## config.mk

```make
export PLATFORM = sky130hd
export DESIGN_NAME = const_time_multiply
export DESIGN_NICKNAME = d
export VERILOG_FILES = /design/src/rtl/const_time_multiply.sv
export SDC_FILE = /design/constraint.sdc
export NUM_CORES = 1
export LEC_CHECK = 0
export CELL_PAD_IN_SITES_DETAIL_PLACEMENT = 1
export CELL_PAD_IN_SITES_GLOBAL_PLACEMENT = 2
export CORE_ASPECT_RATIO = 0.9
export CORE_MARGIN = 3
export CORE_UTILIZATION = 33
export DETAILED_ROUTE_END_ITERATION = 6
export PLACE_DENSITY = 0.85
export RECOVER_POWER = 100
export SLEW_MARGIN = 40
export SYNTH_ARGS = -nofsm -noshare
export SYNTH_HDL_FRONTEND = slang
export SYNTH_SLANG_ARGS = --single-unit
```

## constraint.sdc

```tcl
create_clock -name clk -period 6.5 [get_ports clk]
set_input_delay 0.65 -clock clk [delete_from_list [all_inputs] [get_ports clk]]
set_output_delay 0.65 -clock clk [all_outputs]
set_load 0.005 [all_outputs]
```

## src/rtl/const_time_multiply.sv

```systemverilog
// Unsigned WIDTH x WIDTH -> 2*WIDTH shift-add multiplier with data-independent latency (WIDTH calc cycles).
// Optional feature macro CT_MUL_ADDEND_EN adds an addend port so that product = A*B + C.
module const_time_multiply #(
  parameter int unsigned WIDTH = 8
) (
  input  logic               clk,
  input  logic               rst_n,
  input  logic               start,
  input  logic [WIDTH-1:0]   multiplicand,
  input  logic [WIDTH-1:0]   multiplier,
`ifdef CT_MUL_ADDEND_EN
  input  logic [WIDTH-1:0]   addend,
`endif
  output logic [2*WIDTH-1:0] product,
  output logic               busy,
  output logic               finish
);

  localparam int unsigned CNT_W = $clog2(WIDTH);
  localparam int unsigned SUM_W = WIDTH + 1;

  typedef enum logic {
    IDLE = 1'b0,
    CALC = 1'b1
  } state_t;

  state_t           r_state;
  state_t           w_state_nxt;
  logic [CNT_W-1:0] r_cnt;
  logic [WIDTH-1:0] r_a;
  logic [WIDTH-1:0] r_hi;
  logic [WIDTH-1:0] r_lo;
  logic             r_busy;
  logic             r_finish;
  logic [WIDTH-1:0] w_hi_init;
  logic [SUM_W-1:0] w_sum;
  logic             w_last;
  logic             w_load;
  logic             w_step;
  logic             w_finish_nxt;

`ifdef CT_MUL_ADDEND_EN
  assign w_hi_init = addend;
`else
  assign w_hi_init = '0;
`endif

  // Adder always runs; the multiplicand is masked by the current multiplier bit, never skipped.
  assign w_sum  = SUM_W'(r_hi) + SUM_W'(r_a & {WIDTH{r_lo[0]}});
  assign w_last = (r_cnt == CNT_W'(WIDTH - 1));

  // Next-state and control decode.
  always_comb begin
    w_state_nxt  = r_state;
    w_load       = 1'b0;
    w_step       = 1'b0;
    w_finish_nxt = 1'b0;
    case (r_state)
      IDLE: begin
        if (start) begin
          w_load      = 1'b1;
          w_state_nxt = CALC;
        end
      end
      CALC: begin
        w_step = 1'b1;
        if (w_last) begin
          w_state_nxt  = IDLE;
          w_finish_nxt = 1'b1;
        end
      end
      default: w_state_nxt = IDLE;
    endcase
  end

  // State register.
  always_ff @(posedge clk or negedge rst_n) begin
    if (!rst_n) begin
      r_state <= IDLE;
    end else begin
      r_state <= w_state_nxt;
    end
  end

  // Datapath and registered status outputs.
  always_ff @(posedge clk or negedge rst_n) begin
    if (!rst_n) begin
      r_a      <= '0;
      r_hi     <= '0;
      r_lo     <= '0;
      r_cnt    <= '0;
      r_busy   <= 1'b0;
      r_finish <= 1'b0;
    end else begin
      if (w_load) begin
        r_a   <= multiplicand;
        r_hi  <= w_hi_init;
        r_lo  <= multiplier;
        r_cnt <= '0;
      end else if (w_step) begin
        // {carry,hi,lo} >> 1 with carry folded into the top of the sum.
        r_hi  <= w_sum[WIDTH:1];
        r_lo  <= {w_sum[0], r_lo[WIDTH-1:1]};
        r_cnt <= r_cnt + CNT_W'(1);
      end
      r_busy   <= (w_state_nxt == CALC);
      r_finish <= w_finish_nxt;
    end
  end

  assign product = {r_hi, r_lo};
  assign busy    = r_busy;
  assign finish  = r_finish;

endmodule

```

=== Yosys cells after proc, flatten, opt, wreduce, memory -nomap -nowiden ===
Cells that the tools add are included.

* Shift operators: 0
* Order comparisons: 0
* Divide/modulo/power cells: 0
* Add/subtract/negate cells: 2
* Bitwise logic cells: 2
* Eq/ne operators: 1
* Muxes and demuxes: 13
* Multiply operators: 0
* Reduce and logical (&&, ||, !) cells: 1

{| class="wikitable"
|+ Operators by type and width
! kind !! number
|-
| 8-bit 2-to-1 mux || 4
|-
| 8-bit by 8-bit adder with 9-bit output || 1
|-
| 8-bit bitwise AND || 1
|-
| 1-bit 2-to-1 mux || 6
|-
| 3-bit 2-to-1 mux || 2
|-
| 3-bit by 1-bit adder with 3-bit output, second input constant || 1
|-
| 3-bit == test, second input constant || 1
|-
| 1-bit one-hot mux with 2 select lines || 1
|-
| 2-bit nonzero test || 1
|-
| 1-bit inverter || 1
|}

* Register bits: 29
* Latch bits: 0
* Memories kept: 0
* Output and inout bits: 18
* Bits in read-only memories: 0
* Bits in writable memories: 0
* Input port bits: 19
* Logic and storage cells: 25

=== Logic depth before layout (Yosys ltp) ===
* Word-level depth: 4
* Mapped depth: 7
* Gate-level depth less buffers: 7

=== Worst setup path before layout ===
No wires, ideal clock.

* Path type: register to register
* Start: reg r_lo[0]
* End: reg r_hi[5]
* Path slack: 4.317 ns
* Period minus slack after synthesis: 2.183 ns
* Stages on the path, launching flop included: 8
* Setup time: 0.122 ns
* Arrival time: 2.062 ns
* Required time: 6.378 ns
* Path buffers: 0
* Cell sequence: dfrtp_1 and2_1 ha_1 fa_1 a21o_1 and4_4 or3_1 a32o_1

* Cells in the longest elaborated chain, start to end: 4

{| class="wikitable"
|+ RTL lines
! element !! RTL line !! text
|-
| start: declaration || 32 || <nowiki>logic [WIDTH-1:0] r_lo;</nowiki>
|-
| start signal: assignment || 98 || <nowiki>r_lo <= multiplier;</nowiki>
|-
| start signal: assignment || 103 || <nowiki>r_lo <= {w_sum[0], r_lo[WIDTH-1:1]};</nowiki>
|-
| 8-bit bitwise AND || 49 || <nowiki>assign w_sum = SUM_W'(r_hi) + SUM_W'(r_a & {WIDTH{r_lo[0]}});</nowiki>
|-
| 8-bit by 8-bit adder with 9-bit output || 49 ||
|-
| 8-bit 2-to-1 mux || 100 || <nowiki>end else if (w_step) begin</nowiki>
|-
| 8-bit 2-to-1 mux || 95 || <nowiki>if (w_load) begin</nowiki>
|-
| end signal: assignment || 97 || <nowiki>r_hi <= w_hi_init;</nowiki>
|-
| end signal: assignment || 102 || <nowiki>r_hi <= w_sum[WIDTH:1];</nowiki>
|-
| end: declaration || 31 || <nowiki>logic [WIDTH-1:0] r_hi;</nowiki>
|}

Every way passes these cells. The select of a mux whose other input is x is not followed.
A chain may end at the register's enable or synchronous reset.

=== Worst setup path in the final report ===
* Start: in start
* End: reg r_a[6]

* Cells in the longest elaborated chain, start to end: 2

{| class="wikitable"
|+ RTL lines
! element !! RTL line !! text
|-
| start: declaration || 8 || <nowiki>input logic start,</nowiki>
|-
| 1-bit 2-to-1 mux || 60 || <nowiki>if (start) begin</nowiki>
|-
| 1-bit 2-to-1 mux || 58 || <nowiki>case (r_state)</nowiki>
|-
| end signal: assignment || 96 || <nowiki>r_a <= multiplicand;</nowiki>
|-
| end: declaration || 30 || <nowiki>logic [WIDTH-1:0] r_a;</nowiki>
|}

Every way passes these cells.

==> summary.md <==
| Metric | Value |
|---|---|
| XOR/XNOR Fraction of Synth Area | `0.0234` |
| Critical path class | `primary input to flip-flop` |
| Peak Freq | `0.407 GHz` |
| Clock Sinks | `29` |
| Initial antenna violation count | `0` |
| Share of cells above drive strength 1 | `0.0914` |
| PortBufs | `36` |
| Worst-margin pin slew | `~1500 ps` |
| Final period utilization | `0.378` |
| Mux cell area share after synthesis | `0.113` |
| Largest family of logic cells by synthesized area | `compound AO/OA/AOI/OAI gates` |
| Slew headroom | `-0.0141` |
| # Max-Cap Violations | `1` |
| Initial DRT Pass Iterations | `4` |
| DR WL met2 | `around 1600 µm` |
| Flop-to-flop setup slack | `4120 ps` |
| Final Core Density | `0.476` |
| Fin. Hold Viols | `0` |
| Post-synthesis area per instance | `11.2 µm²` |
| Failing checks | `capacitance limit, slew limit` |
| Diode count | `0` |
| Worst R2R End | `r_hi[5]` |
| Metal1 wirelength | `around 1600 µm` |
| GPL Wtd Cong | `a little under 0.8` |
| CTS resizes | `0` |
| Inserted Clock Buffers | `5` |
| GRT Util Overall | `0.138` |
| Hold WC Path Type | `flip-flop to flip-flop` |
| Die area | `between 0.005 and 0.006 mm²` |
| Overflow after GRT | `0` |
| Final Slew Violations | `30` |
| Final Setup Violations | `0` |
| Initial Util | `0.354` |
| Worst EP required | `around 6700 ps` |
| Seq/Total Area, Yosys | `0.484` |
| EDFF count, synth | `0` |
| Post-synth ARST share | `1.00` |
| Htree depth | `2` |
| Adder-Cell Fraction of Synth Area | `0.0967` |
| Worst reg2reg path depth | `7` |
| Routed Antenna Nets | `0` |
| Synthesized flop and latch total | `29` |
| Fin crit period | `around 2500 ps` |
| DRC violations left | `0` |
| Max incr delay on CP | `about 860 ps` |
| Setup repair bufs after CTS | `0` |
| Worst-path cell chain | `dlygate4sd3_1, inv_1, nor2_1, mux2_2` |
| Vias per cell | `4.94` |
| Maximum VDD drop | `0.198 mV` |
| Cell count after synthesis | `134` |
| Die W | `77.1 µm` |
| Setup TNS Final | `0 ps` |
| Met3 WL | `between 100 and 150 µm` |
| Cell area after synthesis | `0.00150 mm²` |
| CP max-delay cell | `dlygate4sd3_1` |
| Yosys warns | `0` |
| Filler Cell Count | `roughly 490` |
| CP arrival | `2610 ps` |
| Leak | `between 0.9 and 1 nW` |
| Cell Pwr Density | `between 400 and 500 mW/mm²` |
| Cell variety after synth | `32` |
| Die Ht | `70.0 µm` |
| Tot Pwr | `between 0.0009 and 0.001 W` |
| Cell Rows | `22` |
| Highest Signal Layer | `met4` |
| Crit Path Max Fanout | `10` |
| Worst reg2reg path startpoint | `r_lo[0]` |
| DRT iter0 DRCs | `50` |
| Number of global-route vias before repair | `between 1000 and 1500` |
| Hold-fix buffers, CTS | `0` |
| Post-DR wirelength/cell | `roughly 14 µm` |
| Clk pin slew, worst setup/hold paths | `around 60 ps` |
| Worst Hold Path EP | `r_cnt[0]` |
| RSZ-0062 raised after global routing | `no` |
| Nets | `between 200 and 250` |
| Worst setup EP type | `flip-flop` |
| Post-DP HPWL | `between 2000 and 3000 µm` |
| Buf/Inv on CP | `2` |
| Post-Route WL | `roughly 3400 µm` |
| Core footprint | `0.00424 mm²` |
| Vias | `around 1200` |
| Hold_sp | `r_cnt[0]` |
| Synth Area in Compound Gates | `0.149` |
| Post-synthesis simple-gate area fraction | `0.115` |
| Largest net degree at the start of global routing | `30` |
| Status | `finished with violations` |
| Setup Skew | `roughly 4.6 ps` |
| First-pass GRT wire length | `6050 µm` |
| WHS | `around 500 ps` |
| Clock Path Buffers | `2` |
| CP startpoint kind | `primary input` |
| Clk root buf | `clkbuf_8` |
| Worst hold stages | `1` |
| CTS tree | `built` |
| CP delay by family, top | `buffers and inverters` |
| Worst-skew pair later-pin latency | `around 270 ps` |
| Top_reg_cell synth | `dfrtp_1` |
| # IOs | `37` |
| Area growth syn-to-layout | `34.4%` |
| Mapped Nets | `approximately 160` |
==> through the flow <==
step / instance area [µm²] / setup slack, ps / instances
global route: 2020 / 3880 / 235
CTS: 2020 / 3990 / 235
detailed placement: 1920 / 3970 / 227
global placement: 1920 / 4020 / 227
finish: 2020 / 4040 / 235
floorplan: 1500 / 4320 / 134
==> worst max-delay path by stage <==
stage                 start  endpoint  slack [ps]  cells past startpoint
finish                start    r_a[6]        4040                      4
global route          start    r_a[6]        3880                      4
CTS                    busy      busy        3990                      1
detailed placement    start    r_a[6]        3970                      4
global placement      start    r_a[3]        4020                      4
floorplan           r_lo[0]   r_hi[5]        4320                      7
==> report_power, final <==
| part | internal, W | switching (W) | leakage (nW) |
|---|---|---|---|
| sequential | 0.000274 | 0.0000864 | 0.353 |
| clock | 0.0000954 | 0.0000637 | 0.0542 |
| combinational | 0.000252 | 0.000198 | 0.533 |
==> cell usage in the layout, fill, tap and decap left out, types with 2 or more instances in the layout <==
| cell | count |
|---|---|
| inv_1 | 2 |
| a211oi_1 | 2 |
| a32o_1 | 3 |
| o21ai_0 | 14 |
| a21o_1 | 2 |
| dlygate4sd3_1 | 19 |
| nor2_1 | 6 |
| or3_1 | 2 |
| xor2_1 | 3 |
| a21oi_1 | 4 |
| clkbuf_8 | 7 |
| clkdlybuf4s50_1 | 17 |
| a22o_1 | 4 |
| and2_1 | 5 |
| mux2_2 | 8 |
| dfrtp_1 | 29 |
| nand2_1 | 13 |
| and2_0 | 4 |
| ha_1 | 10 |
| mux2i_1 | 8 |
==> flip-flops by register name, indices dropped and copies added (netlist names) <==
name	count
r_a	8
r_hi	8
r_lo	8
r_cnt	3
busy	1
finish	1
==> synthesized netlist by cell type, types with 2 or more instances <==
| library cell | n | area share |
|---|---|---|
| a211oi_1 | 2 | 0.010 |
| xor2_1 | 3 | 0.018 |
| a22o_1 | 4 | 0.023 |
| inv_1 | 2 | 0.0050 |
| mux2i_1 | 8 | 0.053 |
| a21o_1 | 2 | 0.010 |
| o21ai_0 | 14 | 0.047 |
| and2_1 | 9 | 0.038 |
| a21oi_1 | 4 | 0.013 |
| dfrtp_1 | 29 | 0.48 |
| nand2_1 | 13 | 0.033 |
| or3_1 | 2 | 0.0083 |
| a32o_1 | 3 | 0.020 |
| ha_1 | 10 | 0.083 |
| mux2_2 | 8 | 0.060 |
| nor2_1 | 5 | 0.013 |
==> layout make-up <==
cell class	instances	area, µm²	share of cell area
multi-input cells	99	742	0.368
inverters	2	7.51	0.00372
clock buffers	7	96.3	0.0478
repair buffers	37	364	0.181
well taps	60	75.1	0.0372
flip-flops and latches	29	726	0.360
clock inverters	1	5.00	0.00248
==> layer usage <==
layer | global-route usage | up-vias
met5 | 0 | -
met4 | 0.0553 | 0
met3 | 0.0361 | 4
met2 | 0.220 | 22
met1 | 0.180 | 572
li1 | - | 563
==> cell families (layout without fill, tap and decap cells) <==
group / count (synthesis) / count (layout)
AO/OA/AOI/OAI: 34 / 34
XOR/XNOR: 4 / 4
flip-flops: 29 / 29
AND/OR/NAND/NOR: 34 / 34
buffers and inverters: 6 / 47
adder cells (fa/ha/maj): 11 / 11
multiplexers: 16 / 16
Power figures use the tool's default switching activity.
